[config.mk]
export PLATFORM = sky130hd
export DESIGN_NAME = unsigned_mul_8x8_seq_ctrl
export DESIGN_NICKNAME = d
export VERILOG_FILES = /design/src/rtl/unsigned_mul_8x8_seq_ctrl_pkg.sv /design/src/rtl/unsigned_mul_8x8_row_pair.sv /design/src/rtl/unsigned_mul_8x8_seq_ctrl.sv
export SDC_FILE = /design/constraint.sdc
export NUM_CORES = 1
export LEC_CHECK = 0
export BUFFER_PORTS_ARGS = -buffer_cell sky130_fd_sc_hd__buf_2
export CAP_MARGIN = 30
export CORE_UTILIZATION = 43
export DETAILED_ROUTE_END_ITERATION = 10
export HOLD_SLACK_MARGIN = 0.08
export PLACE_DENSITY = 0.64
export SETUP_SLACK_MARGIN = 0.1
export SLEW_MARGIN = 20
export SYNTH_ARGS = -nofsm -noshare
export SYNTH_HDL_FRONTEND = slang
export SYNTH_HIERARCHICAL = 1
export SYNTH_SLANG_ARGS = --single-unit
[constraint.sdc]
create_clock -name clk -period 10.1 [get_ports clk]
set_input_delay 2.525 -clock clk [delete_from_list [all_inputs] [get_ports clk]]
set_output_delay 2.525 -clock clk [all_outputs]
set_load 0.005 [all_outputs]
[src/rtl/unsigned_mul_8x8_seq_ctrl_pkg.sv]
// Shared types and sizes for the sequential 8x8 unsigned multiplier.
// Operand, product and row-pair widths live here so every file agrees.
package unsigned_mul_8x8_seq_ctrl_pkg;

    localparam int ROWS  = 4;
    localparam int OP_W  = 8;
    localparam int P_W   = 16;
    localparam int ROW_W = OP_W + 2;

    typedef enum logic [1:0] {
        IDLE = 2'd0,
        RUN  = 2'd1,
        DONE = 2'd2
    } state_e;

endpackage

[src/rtl/unsigned_mul_8x8_row_pair.sv]
// Combinational row-pair generator: the sum of two adjacent partial-product
// rows, selected by a pair of multiplicand bits.
module unsigned_mul_8x8_row_pair
    import unsigned_mul_8x8_seq_ctrl_pkg::*;
(
    input  logic [1:0]       x_bits,
    input  logic [OP_W-1:0]  y,
    output logic [ROW_W-1:0] row
);

    logic [ROW_W-1:0] row_lo;
    logic [ROW_W-1:0] row_hi;

    always_comb begin
        row_lo = x_bits[0] ? {2'b00, y}       : '0;
        row_hi = x_bits[1] ? {1'b0, y, 1'b0}  : '0;
        // Largest sum is 255 + 510 = 765, so 10 bits hold it without loss.
        row    = row_lo + row_hi;
    end

endmodule

[src/rtl/unsigned_mul_8x8_seq_ctrl.sv]
// Sequential 8x8 unsigned multiplier: accepts an operand pair, accumulates
// two partial-product rows per cycle for four cycles, then holds the product.
module unsigned_mul_8x8_seq_ctrl
    import unsigned_mul_8x8_seq_ctrl_pkg::*;
#(
    parameter int CNT_W = 8
) (
    input  logic             clk,
    input  logic             rst,
    input  logic             in_valid,
    output logic             in_ready,
    input  logic [OP_W-1:0]  x,
    input  logic [OP_W-1:0]  y,
    input  logic             flush,
    output logic             out_valid,
    input  logic             out_ready,
    output logic [P_W-1:0]   p,
    output logic             busy,
    output logic [CNT_W-1:0] op_count
);

    state_e           state_q, state_d;
    logic [1:0]       k_q, k_d;
    logic [P_W-1:0]   acc_q, acc_d;
    logic [OP_W-1:0]  x_q, x_d;
    logic [OP_W-1:0]  y_q, y_d;
    logic [CNT_W-1:0] cnt_q, cnt_d;

    logic [1:0]       x_bits;
    logic [ROW_W-1:0] row;
    logic [P_W-1:0]   row_shifted;

    assign x_bits = x_q[{k_q, 1'b0} +: 2];

    unsigned_mul_8x8_row_pair u_row_pair (
        .x_bits (x_bits),
        .y      (y_q),
        .row    (row)
    );

    assign row_shifted = P_W'(row) << {k_q, 1'b0};

    always_comb begin
        // NOTE: every next-state signal gets its hold value first so no path leaves it unassigned (no latches).
        state_d = state_q;
        k_d     = k_q;
        acc_d   = acc_q;
        x_d     = x_q;
        y_d     = y_q;
        cnt_d   = cnt_q;

        if (flush) begin
            state_d = IDLE;
            k_d     = '0;
            acc_d   = '0;
        end else begin
            unique case (state_q)
                IDLE: begin
                    if (in_valid) begin
                        x_d     = x;
                        y_d     = y;
                        k_d     = '0;
                        acc_d   = '0;
                        state_d = RUN;
                    end
                end
                RUN: begin
                    acc_d = acc_q + row_shifted;
                    k_d   = k_q + 2'd1;
                    if (k_q == 2'(ROWS - 1)) begin
                        state_d = DONE;
                    end
                end
                DONE: begin
                    // Returning to IDLE here means the next accept is one edge later.
                    if (out_ready) begin
                        state_d = IDLE;
                        cnt_d   = cnt_q + CNT_W'(1);
                    end
                end
                default: state_d = IDLE;
            endcase
        end
    end

    // NOTE: state uses non-blocking assignments only; operand latches are reset too so a fresh reset leaves no stale data.
    always_ff @(posedge clk or posedge rst) begin
        if (rst) begin
            state_q <= IDLE;
            k_q     <= '0;
            acc_q   <= '0;
            x_q     <= '0;
            y_q     <= '0;
            cnt_q   <= '0;
        end else begin
            state_q <= state_d;
            k_q     <= k_d;
            acc_q   <= acc_d;
            x_q     <= x_d;
            y_q     <= y_d;
            cnt_q   <= cnt_d;
        end
    end

    assign in_ready  = (state_q == IDLE);
    assign out_valid = (state_q == DONE);
    assign busy      = (state_q == RUN) || (state_q == DONE);
    assign p         = (state_q == IDLE) ? '0 : acc_q;
    assign op_count  = cnt_q;

endmodule
== After elaboration in Yosys (flattened, before gate mapping) ==
Index checks and enable logic that the tools add are counted.

* Bitwise logic cells: 1
* Multiplexer cells: 14
* Reduce and logical (&&, ||, !) cells: 7
* Add/sub/neg operators: 4
* Equality and inequality tests: 6
* Shifts and indexed selects: 2

{| class="wikitable"
|+ Operators with widths
! cell !! count
|-
| two-way mux 16 bit || 3
|-
| case mux 16 bit (2 select lines) || 1
|-
| adder 16 bit || 1
|-
| << shifter 10 x 3 -> 16 bit || 1
|-
| two-way mux 2 bit || 6
|-
| adder 10 bit || 1
|-
| two-way mux 9 bit || 1
|-
| AND reduction 3 bit || 3
|-
| adder 8 x 1 -> 8 bit (second input constant) || 1
|-
| two-way mux 8 bit || 1
|-
| indexed part select 8 x 4 -> 2 bit || 1
|-
| != test 3 x 2 -> 1 bit (second input constant) || 2
|-
| case mux 2 bit (3 select lines) || 1
|-
| == test 2 bit (second input constant) || 2
|-
| case mux 2 bit (2 select lines) || 1
|-
| != test 3 bit (second input constant) || 1
|-
| nonzero test 3 bit || 1
|-
| adder 2 x 1 -> 2 bit (second input constant) || 1
|-
| == test 2 x 1 -> 1 bit (second input constant) || 1
|-
| logical NOT 2 bit || 1
|-
| AND reduction 2 bit || 1
|-
| logical OR 1 bit || 1
|-
| inverter 1 bit || 1
|}

* Output and inout port bits: 27
* Word-level logic and storage cells: 40
* Bits in registers: 44
* Input port bits: 21

== Logic depth before layout (Yosys ltp) ==
Gate-level depths: netlist of the first run.

* Depth in word-level cells: 7
* Mapped depth: 17
* Gate-level depth less buffers: 16

== Cells and area by module ==
The synthesis of the first run kept the hierarchy.

{| class="wikitable"
|+ Modules (own cells, without submodules)
! module !! cells each !! area an instance (µm²) !! sequential area each (µm²) !! times used
|-
| unsigned_mul_8x8_seq_ctrl || 293 || 2,956.6 || 1,101.1 || 1
|-
| unsigned_mul_8x8_row_pair || 52 || 404.1 || 0.0 || 1
|}

== Worst setup path after synthesis of the first run ==
OpenSTA, ideal clock, no wires.

* Path kind: register -> register
* Start: register k_q[0]
* End: register acc_q[14]
* Library setup time: 0.127 ns
* Data arrival time: 4.288 ns
* Stages on the path, launching flop included: 18
* Clock period less this slack: 4.415 ns
* Buffers on the path: 1
* Path slack: 5.685 ns
* Required time: 9.973 ns
* Cells stage by stage: dfrtp_1 buf_2 mux4_2 and2_1 ha_1 fa_1 a21o_1 a311o_1 a221oi_2 mux2i_1 mux2i_1 ha_1 a21oi_1 o21ai_1 a31o_2 a221oi_2 mux2i_1 nand3_1

* Longest elaborated chain between the ends: 7
* Elaborated cells on any way between the ends: 8
* Those cells by class: 2 x add/sub; 2 x shift; 4 x mux

{| class="wikitable"
|+ RTL lines
! element !! line !! text
|-
| from (decl) || unsigned_mul_8x8_seq_ctrl.sv:23 || <nowiki>logic [1:0] k_q, k_d;</nowiki>
|-
| from (signal assigned) || unsigned_mul_8x8_seq_ctrl.sv:97 || <nowiki>k_q <= k_d;</nowiki>
|-
| indexed part select 8 x 4 -> 2 bit || unsigned_mul_8x8_seq_ctrl.sv:33 || <nowiki>assign x_bits = x_q[{k_q, 1'b0} +: 2];</nowiki>
|-
| named net x_bits[0] || unsigned_mul_8x8_seq_ctrl.sv:29 || <nowiki>logic [1:0] x_bits;</nowiki>
|-
| two-way mux 8 bit || unsigned_mul_8x8_row_pair.sv:15 || <nowiki>row_lo = x_bits[0] ? {2'b00, y} : '0;</nowiki>
|-
| adder 10 bit || unsigned_mul_8x8_row_pair.sv:18 || <nowiki>row = row_lo + row_hi;</nowiki>
|-
| named net row[7] || unsigned_mul_8x8_seq_ctrl.sv:30 || <nowiki>logic [ROW_W-1:0] row;</nowiki>
|-
| << shifter 10 x 3 -> 16 bit || unsigned_mul_8x8_seq_ctrl.sv:41 || <nowiki>assign row_shifted = P_W'(row) << {k_q, 1'b0};</nowiki>
|-
| adder 16 bit || unsigned_mul_8x8_seq_ctrl.sv:68 || <nowiki>acc_d = acc_q + row_shifted;</nowiki>
|-
| case mux 16 bit (2 select lines) || unsigned_mul_8x8_seq_ctrl.sv:57 || <nowiki>unique case (state_q)</nowiki>
|-
| two-way mux 16 bit || unsigned_mul_8x8_seq_ctrl.sv:52 || <nowiki>if (flush) begin</nowiki>
|-
| to (signal assigned) || unsigned_mul_8x8_seq_ctrl.sv:91 || <nowiki>acc_q <= '0;</nowiki>
|-
| to (signal assigned) || unsigned_mul_8x8_seq_ctrl.sv:98 || <nowiki>acc_q <= acc_d;</nowiki>
|-
| to (decl) || unsigned_mul_8x8_seq_ctrl.sv:24 || <nowiki>logic [P_W-1:0] acc_q, acc_d;</nowiki>
|}

The timed path passes the listed nets, and every way through them passes these cells.
A chain may end at the register's enable or synchronous reset.

== Worst setup path in the final report of the first run ==
Ends and elaborated chain as after synthesis.

==> results of run 1 <==
## metal layers
layer	part of all wire [%]	wire [microns]	track usage [%]
met1	48	3239	23.04
met2	47	3140	28.88
met3	3.8	255	2.946
met4	1.6	108	5.108
met5	0	0	0
## logic make-up after synthesis
logic type	count (synthesis)
AOI/OAI and AO/OA	84
and+or+nand+nor	110
DFF	44
muxes	33
xor gates and xnor gates	21
buffers and inverters	23
adders and majority gates	30
## state kept, by name (all words and copies together) (netlist names)
| name | flops |
|---|---|
| k_q | 2 |
| op_count | 8 |
| y_q | 8 |
| state_q | 2 |
| x_q | 8 |
| acc_q | 16 |
## power by group through the flow
stage	logic, mW	registers, mW	clock network, mW
after floorplan	0.327	0.224	0
after global placement	0.391	0.235	0
after detailed placement	0.396	0.236	0
after CTS	0.398	0.233	0.115
after global routing	0.443	0.237	0.119
final	0.394	0.232	0.110
## per-stage QoR
step                hold slack, ns  util (%)  worst slack, ns
floorplan                   0.4641         -            5.685
global placement            0.4588     49.62            5.122
detailed placement          0.4578     49.62            4.976
CTS                         0.4815     50.72            4.963
global route                0.5233     50.72            4.531
finish                      0.4781     50.72            4.994
## cells in the mapped netlist (all sizes together) (8+ instances only)
library cell / count
nor2: 11
xor2: 10
mux2: 17
nand2: 31
nor2b: 23
ha: 28
o21ai: 24
nand3: 8
mux2i: 14
a21oi: 22
dfrtp: 44
inv: 13
and2: 17
xnor2: 11
## cells in the final DEF, fill, tap and decap left out, drive strengths merged, types with 14 or more instances in the layout
cell	instances
a21oi	22
and2	17
buf	48
dfrtp	44
ha	28
mux2	17
mux2i	14
nand2	31
nor2b	23
o21ai	24
## worst max-delay path by stage
stage / to / slack (ns) / cells after the start
5_1_grt: acc_q[14] / 4.53 / 16
2_1_floorplan: acc_q[14] / 5.68 / 17
4_1_cts: acc_q[14] / 4.96 / 16
3_5_place_dp: acc_q[14] / 4.98 / 16
6_report: acc_q[14] / 4.99 / 16
3_3_place_gp: acc_q[14] / 5.12 / 16
## area by class of cell
cell class	count	area share (%)
clock inverter	2	0.3330
timing repair buffer	48	6.460
multi-input combinational	278	57.48
sequential	44	29.30
tap	99	3.297
inverter	13	1.299
clock buffer	5	1.832
## critical path, delay by kind of cell, from the launching register on
family                     cells  cell delay [ns]
AOI/OAI and AO/OA              7             1.73
muxes                          4             1.21
adders and majority gates      3             0.97
DFF                            1             0.84
and+or+nand+nor                2             0.26
==> impl_results.md, run 1 <==
* Outcome: complete, no violations
* Drt total wl at 6.744 mm
* GPL Wtd Cong at 0.8329
* Max-cap violations at 0
* Via count at 2614
* Area grow syn2layout at 11.80%
* Endpoints failing hold at 0
* Number of CTS-inserted buffers at 5
* Worst Setup Start Kind: flip-flop
* Critical Path Most Common Cell: mux2i_1
* GRT overflow at 0
* Top cells by area, synth: dfrtp_1 (33%), ha_1 (10%), mux2_2 (5.7%)
* RSZ-0062 raised after global routing: no
* Vias in the first global route at 2502
* Fin area at 3757 sq um
* Multiplexer share of the synthesized area at 11.21%
* TritonRoute pass-1 iters at 4
* Post-synth EDFFs at 0
* Placed Cells incl. Taps at 482
* Crit Path Class: reg2reg
* Simple-gate share of the synthesized area at 17.39%
* Period utilization at 50.55%
* F_max at 0.1959 GHz
* Fillers at 724
* Fraction of layout cells with a size suffix above 1 at 22.56%
* Cell Chain, Critical Path: mux4_2 > and2_1 > ha_1 > fa_1 > a21o_1 > a311o_1 > a221oi_2 > mux2i_1 > mux2i_1 > ha_1 > a21oi_1 > o21ai_1 > a31o_2 > a221oi_2 > mux2i_1 > nand3_1
* Setup violations, final at 0
* Pwr/cell area at 196.0 nW/um^2
* Register bit total from synthesis at 44
* Post-Synth Adder-Cell Area at 11.62%
* Post-CTS Setup Repair Bufs at 0
* R2R cell count at 16
* Non-filler instance count after layout at 489
* Sequential-to-total area share from yosys stat at 32.76%
* Register area at 1101 sq um
* P_leak at 1.728 nW
* Maximum buffer depth of the clock tree at 2
* Initial antenna violation count at 0
* R2R Path Start: k_q[0]
* Clock Skew at 0.009812 ns
* DRT antenna net count at 0
* DP HPWL at 5.279 mm
* Net Sw Frac at 42.09%
* Synth async-reset ratio at 100.0%
* Post-synthesis compound-gate area fraction at 18.58%
* Nets@finish at 441
* Rows at 31
* I/O pin count at 48
* PortBufs at 47
* Post-Synth XOR/XNOR Area at 5.473%
* Vias per cell at 5.346
* Crit path from: k_q[0]
* P_sw at 310.0 uW
* Placeable core area at 7408 sq um
* Max Slew Vio Count at 0
* 1st-iter DRT viols at 72
* Post-Place Cell Area at 3676 sq um
* Flop pwr share at 31.5%
* Total negative slack at 0 ns
* Die area at 8173 sq um
* Largest family of logic cells by synthesized area: compound AO/OA/AOI/OAI gates
* P_int at 426.6 uW
* Global-route wire length before repair at 11.66 mm
* Peak VDD IR at 116.2 uV
* Cell depth of the worst hold path at 1
* Ys Warns at 6
* Max_slew headroom at 48.84%
* Number of diodes at 0
* Largest net degree at the start of global routing at 45
* Multi-input gate area at 2160 sq um
* Top cell type by total area after synthesis: dfrtp_1
* Die Y at 90.41 microns
* Number of clock sinks at 44
* Worst-case hold path end point: op_count[7]
* GR Util All Layers at 17.34%
* Min-delay worst type: reg2reg
* Hold_buf cts at 0
* Yosys cell types at 56
* Ys flop type: dfrtp_1
* Synthesized area at 3361 sq um
* Avg WL per Cell at 13.79 microns
* Worst-path maximum fanout at 19
* Clk slew on worst S/H paths at 0.09 ns
* Mapped Nets at 396
* CTS resizes at 0
* CTS tree: built
* Hold_sp: op_count[7]
* Worst setup EP type: flip-flop
* Capturing point of the worst reg2reg path: acc_q[14]
* Avg Inst Size Synth at 9.741 sq um
* Reg2Reg Setup Slack at 4.99 ns
* Starting Density at 45.36%
* Synthesized instance count at 345
* Yosys top cell area share at 32.76%
* DRC violations left at 0
* H-tree depth at 2
* Clock root buffer: clkbuf_8
* Total Power at 736.6 uW
* Worst skew pair latency at 0.30 ns
* Clock Power Share at 15.0%
* Logic pwr share at 53.6%
* Crit path largest cell delay at 0.84 ns
* Crit-path slowest cell: dfrtp_1
* Min Clock Period, post-route at 5.106 ns
* CP Data Arrival Time at 5.29 ns
* Worst-margin pin slew at 0.7650 ns
* Die W at 90.41 microns
* WP data required at 10.29 ns
Note: power is estimated with default switching activity, not from simulation.
==> run 2, diff against run 1 <==
==> constraint.sdc (replaced) <==
create_clock -name clk -period 5.1 [get_ports clk]
set_input_delay 1.275 -clock clk [delete_from_list [all_inputs] [get_ports clk]]
set_output_delay 1.275 -clock clk [all_outputs]
set_load 0.005 [all_outputs]
==> run 2 against run 1 <==
Sequential share of layout area shrank 0.18 points. Power grew 100%. Wire length shrank 0.92%. Non-clock buffer count grew 2. Via count grew 1.5%. Sequential cell count is the same. Critical path depth is the same. First-iteration DRC count grew 6.9%. Final area grew 0.63%. Utilization grew 0.32 points. Clock skew shrank 0.0027 ns. Critical endpoint unchanged. Largest cell class unchanged.
==> impl_results.md, run 2 (synthesized netlist as in run 1, its figures left out) <==
* F_max at 0.2190 GHz
* Setup violations, final at 0
* Rows at 31
* Commonest non-fill, non-tap cell in the layout: buf_2
* GPL Wtd Cong at 0.8730
* Max-cap violations at 0
* H-tree depth at 2
* Starting Density at 45.36%
* Pwr/cell area at 389.7 nW/um^2
* Hold_buf cts at 0
* Die Y at 90.41 microns
* Avg WL per Cell at 13.58 microns
* Min-delay worst type: reg2reg
* Min Clock Period, post-route at 4.566 ns
* DRT antenna net count at 0
* Worst skew pair latency at 0.30 ns
* Period utilization at 89.52%
* Clk slew on worst S/H paths at 0.09 ns
* Wl on met1 at 3.197 mm
* Most frequent cells in the layout: buf_2 (47), dfrtp_1 (44), nand2_1 (31)
* Max_slew headroom at 50.55%
* Outcome: complete, no violations
* Worst-margin pin slew at 0.7394 ns
* Die area at 8173 sq um
* Number of CTS-inserted buffers at 5
* CP Data Arrival Time at 4.76 ns
* Largest net degree at the start of global routing at 45
* Maximum buffer depth of the clock tree at 2
* PortBufs at 47
* Vias in the first global route at 2392
* Drt total wl at 6.682 mm
* Initial antenna violation count at 0
* CTS tree: built
* Max Slew Vio Count at 0
* Total negative slack at 0 ns
* Final core utilization at 51.04%
* GRT overflow at 0
* Clock root buffer: clkbuf_8
* Placed Cells incl. Taps at 484
* Crit Path Class: reg2reg
* Number of clock sinks at 44
* Max reg flops at 16
* Met3 Wirelength at 254 microns
* Worst Setup Start Kind: flip-flop
* TritonRoute pass-1 iters at 4
* CTS resizes at 0
* I/O pin count at 48
* WP data required at 5.29 ns
* RSZ-0062 raised after global routing: no
* DP HPWL at 5.252 mm
* 1st-iter DRT viols at 77
* Vias per cell at 5.390
* Worst setup EP type: flip-flop
* Number of diodes at 0
* Endpoints failing hold at 0
* Die W at 90.41 microns
* GR Util All Layers at 17.17%
* Post-CTS Setup Repair Bufs at 0
* Nets@finish at 443
* DRC violations left at 0
* Non-filler instance count after layout at 492
* Placeable core area at 7408 sq um
* Worst-path maximum fanout at 8
* Global-route wire length before repair at 11.37 mm
* Top Metal Used: met4
* Fraction of layout cells with a size suffix above 1 at 23.16%
* Peak VDD IR at 200.8 uV
* Via count at 2652
* Met2 wire length at 3.079 mm
* P_leak at 1.743 nW
* Clock Skew at 0.007080 ns
* Area grow syn2layout at 12.51%
* Largest register by flop count: acc_q
-- run 2: cell types whose count changed in the layout (fill, tap and decap cells not counted) --
| cell | change |
|---|---|
| inv_6 | +1 |
| buf_4 | +2 |
-- run 2: worst paths after layout --
check | start | end | slack [ns] | cells after the start
setup / recovery | k_q[0] | acc_q[14] | 0.53 | 16
hold / removal | op_count[7] | op_count[7] | 0.48 | 1
setup reg to reg | k_q[0] | acc_q[14] | 0.53 | 16
hold reg to reg | op_count[7] | op_count[7] | 0.48 | 1
max in group asynchronous | rst | y_q[3] | 3.64 | 3
min in group asynchronous | rst | op_count[3] | 1.09 | 3
-- run 2: stage by stage --
| step | hold slack (ns) | worst slack, ns | area (sq um) | power, mW |
|---|---|---|---|---|
| after CTS | 0.4793 | 0.5210 | 3781 | 1.486 |
| after floorplan | 0.4641 | 0.6849 | 3361 | 1.091 |
| after detailed placement | 0.4577 | 0.5320 | 3691 | 1.249 |
| final | 0.4760 | 0.5342 | 3781 | 1.474 |
| after global routing | 0.5248 | 0.2327 | 3781 | 1.596 |
| after global placement | 0.4595 | 0.6348 | 3691 | 1.235 |
-- run 2: final cells by class --
type / count / area (sq um)
inverters: 13 / 48.80
repair buffers: 50 / 257.7
fillers: 668 / 3627
clock buffers: 5 / 68.82
flip-flops and latches: 44 / 1101
clock inverters: 3 / 21.27
well taps: 99 / 123.9
multi-input cells: 278 / 2160
-- run 2: layer usage --
metal,global-route usage (%),up-vias
li1,-,1343
met1,23.36,1235
met2,27.61,59
met3,2.946,15
met4,5.780,0
met5,0,-
-- run 2: power by group --
| group | internal, mW | switching, mW |
|---|---|---|
| clock network | 0.0975 | 0.135 |
| registers | 0.409 | 0.0440 |
| logic | 0.344 | 0.444 |
| total | 0.850 | 0.623 |
-- run 2: worst max-delay path, stage by stage (launching register included) --
cell      delay (ns)
dfrtp_1         0.43
mux4_2          0.59
and2_1          0.17
ha_1            0.23
fa_1            0.42
a21o_1          0.20
a311o_1         0.37
a221oi_2        0.31
mux2i_1         0.14
mux2i_1         0.16
ha_1            0.31
a21oi_1         0.19
o21ai_1         0.12
a31o_2          0.26
a221oi_2        0.28
mux2i_1         0.21
nand3_1         0.09
==> run 3, diff against run 2 <==
--- a/config.mk
+++ b/config.mk
@@ -5,12 +5,13 @@
 export SDC_FILE = /design/constraint.sdc
 export NUM_CORES = 1
 export LEC_CHECK = 0
+export ABC_AREA = 1
 export BUFFER_PORTS_ARGS = -buffer_cell sky130_fd_sc_hd__buf_2
 export CAP_MARGIN = 30
 export CORE_UTILIZATION = 43
+export CTS_CLUSTER_DIAMETER = 150
 export DETAILED_ROUTE_END_ITERATION = 10
-export HOLD_SLACK_MARGIN = 0.08
-export PLACE_DENSITY = 0.64
+export PLACE_DENSITY = 0.63
 export SETUP_SLACK_MARGIN = 0.1
 export SLEW_MARGIN = 20
 export SYNTH_ARGS = -nofsm -noshare
==> run 3 against run 2 <==
Register-to-register slack better by 0.22 ns. Final area is 9.0% higher. Die area is 9.2% higher. First-iteration DRC count is 25% higher. Cell count is 34% higher. Worst setup slack better by 0.22 ns. Sequential cell count stayed put. Wire length is 19% higher. Power is 71% higher. Utilization is 1.1 points lower.
==> impl_results.md, run 3 <==
* Outcome: complete, no violations
* Die area at 8923 sq um
* Fin area at 4123 sq um
* Synth async-reset ratio at 100.0%
* Worst Setup Start Kind: flip-flop
* Yosys cell types at 38
* Synthesized area at 3676 sq um
* Clock Skew at 0.009041 ns
* GR Util All Layers at 20.19%
* 1st-iter DRT viols at 96
* Worst Path Buf+Inv at 3
* Global-route wire length before repair at 14.30 mm
* Number of diodes at 0
* Clock root buffer: clkbuf_8
* Area grow syn2layout at 12.15%
* Period utilization at 85.20%
* TritonRoute pass-1 iters at 4
* Via count at 3171
* Die Y at 94.46 microns
* Avg WL per Cell at 12.12 microns
* Setup violations, final at 0
* Min Clock Period, post-route at 4.345 ns
* Largest net degree at the start of global routing at 45
* Crit path largest cell delay at 0.84 ns
* Largest delay share family, worst path: simple AND/OR/NAND/NOR gates
* Die W at 94.46 microns
* Max-cap violations at 0
* Rows at 33
* Avg Inst Size Synth at 7.251 sq um
* Fraction of layout cells with a size suffix above 1 at 18.95%
* Maximum buffer depth of the clock tree at 2
* Worst-path maximum fanout at 23
* H-tree depth at 2
* Critical Path Most Common Cell: nand2_1
* Post-synth EDFFs at 0
* DRT antenna net count at 0
* Largest register by flop count: acc_q
* Mapped Nets at 558
* Top cell type by total area after synthesis: dfrtp_1
* CTS resizes at 0
* Ys Warns at 6
* Endpoints failing hold at 0
* Count leader, synth: nand2_1
* GPL Wtd Cong at 0.9001
* PortBufs at 47
* GRT overflow at 0
* Register area at 1101 sq um
* Nets@finish at 604
* Yosys top cell area share at 29.95%
* Crit-path slowest cell: dfrtp_1
* Number of clock sinks at 44
* Worst-margin pin slew at 0.7527 ns
* CTS tree: built
* P_leak at 2.368 nW
* Total negative slack at 0 ns
* Max Slew Vio Count at 0
* Number of CTS-inserted buffers at 5
* Fillers at 845
* Multi-input gate area at 2152 sq um
* Ys flop type: dfrtp_1
* F_max at 0.2301 GHz
* Peak VDD IR at 264.4 uV
* Cell Chain, Critical Path: inv_1 > o21ai_0 > o22ai_1 > nand2_1 > inv_1 > ha_1 > fa_1 > nand2_1 > nand2_1 > nand3b_4 > nand2_1 > nand2_1 > nand2_1 > mux2i_1 > mux2i_1 > ha_1 > nand2_1 > inv_1 > nand2_1 > nand2_1 > a21oi_1 > nand3_1 > nand3_1 > nand2_1
* DRC violations left at 0
* Starting Density at 44.52%
* WP data required at 5.31 ns
* Post-CTS Setup Repair Bufs at 0
* Initial antenna violation count at 0
* Post-Place Cell Area at 3991 sq um
* Total Power at 2.516 mW
* I/O pin count at 48
* Pwr/cell area at 610.3 nW/um^2
* Hold_buf cts at 0
* Most frequent cells after synthesis: nand2_1 (148), inv_1 (92), dfrtp_1 (44)
* Synthesized instance count at 507
* DP HPWL at 6.226 mm
* Register bit total from synthesis at 44
* Placeable core area at 8258 sq um
* RSZ-0062 raised after global routing: no
* Commonest non-fill, non-tap cell in the layout: nand2_1
* Most frequent cells in the layout: nand2_1 (148), inv_1 (91), buf_2 (47)
* Max reg flops at 16
* Clk slew on worst S/H paths at 0.10 ns
* Top cells by area, synth: dfrtp_1 (30%), nand2_1 (15%), ha_1 (9.5%)
* Worst skew pair latency at 0.31 ns
* Max_slew headroom at 49.82%
* Crit Path Class: reg2reg
* CP Data Arrival Time at 4.56 ns
* Min-delay worst type: reg2reg
* Vias in the first global route at 3285
* Sequential-to-total area share from yosys stat at 29.95%
* Vias per cell at 4.812
* Worst setup EP type: flip-flop
* Drt total wl at 7.984 mm
run 3: cell types whose count changed in the layout (fill, tap and decap cells not counted), moves of 5 or more:
cell,previous run,this run
a21o_1,6,0
a21oi_1,18,13
and2_1,17,2
inv_1,12,91
mux2i_1,14,9
nand2_1,31,148
nand3_1,8,29
nor2_1,11,40
nor2b_1,23,0
o21ai_2,0,7
xnor2_1,11,3
run 3: layout make-up:
class / count / area share (%)
well taps: 105 / 3.187
clock inverters: 3 / 1.153
flip-flops and latches: 44 / 26.71
multi-input cells: 358 / 52.20
repair buffers: 49 / 6.252
clock buffers: 5 / 1.669
inverters: 95 / 8.832
run 3: metal layers:
metal / global-route usage, % / up-vias / wire length, microns
li1: - / 1674 / -
met1: 25.12 / 1423 / 3828
met2: 36.17 / 61 / 3772
met3: 2.738 / 13 / 233
met4: 5.934 / 0 / 149
met5: 0 / - / 0
run 3: kinds of logic (layout without fill, tap and decap cells):
group                      Yosys count  count (layout)  share of synthesized area [%]
muxes                               26              26                          7.658
AOI/OAI and AO/OA                   46              46                          8.203
xor gates and xnor gates            11              11                          2.621
buffers and inverters              105             152                          11.50
adders and majority gates           30              30                          10.62
and+or+nand+nor                    245             245                          29.44
DFF                                 44              44                          29.95
run 3: worst register-to-register path: cells and delay by family (launching register included):
kind	cells	cell delay [ns]
AO/OA/AOI/OAI	3	0.63
adder cells (fa/ha/maj)	3	0.99
buffers and inverters	3	0.36
flip-flops	1	0.84
multiplexers	2	0.32
AND/OR/NAND/NOR	13	1.10
run 3: per-stage QoR:
| stage | utilization (%) | instances | setup WS, ns | hold WS (ns) |
|---|---|---|---|---|
| after global placement | 48.33 | 650 | 0.9973 | 0.4612 |
| after global routing | 49.92 | 659 | 0.2965 | 0.5217 |
| after CTS | 49.74 | 658 | 0.8094 | 0.4810 |
| final | 49.92 | 659 | 0.7547 | 0.4766 |
| after detailed placement | 48.33 | 650 | 0.8170 | 0.4598 |
| after floorplan | - | 507 | 1.594 | 0.4491 |
run 3: where the power goes:
| part | total, mW | internal, mW | switching, mW |
|---|---|---|---|
| registers | 0.569 | 0.462 | 0.107 |
| clock network | 0.285 | 0.148 | 0.137 |
| logic | 1.66 | 0.630 | 1.03 |
| total | 2.52 | 1.24 | 1.28 |
run 3: worst paths after layout:
kind	endpoint	cells after the start	slack, ns	startpoint
worst max-delay path	acc_q[15]	24	0.75	k_q[0]
min in group asynchronous	state_q[0]	3	1.09	rst
worst min register to register	op_count[7]	1	0.48	op_count[7]
worst min-delay path	op_count[7]	1	0.48	op_count[7]
max in group asynchronous	y_q[4]	3	3.63	rst
worst max register to register	acc_q[15]	24	0.75	k_q[0]
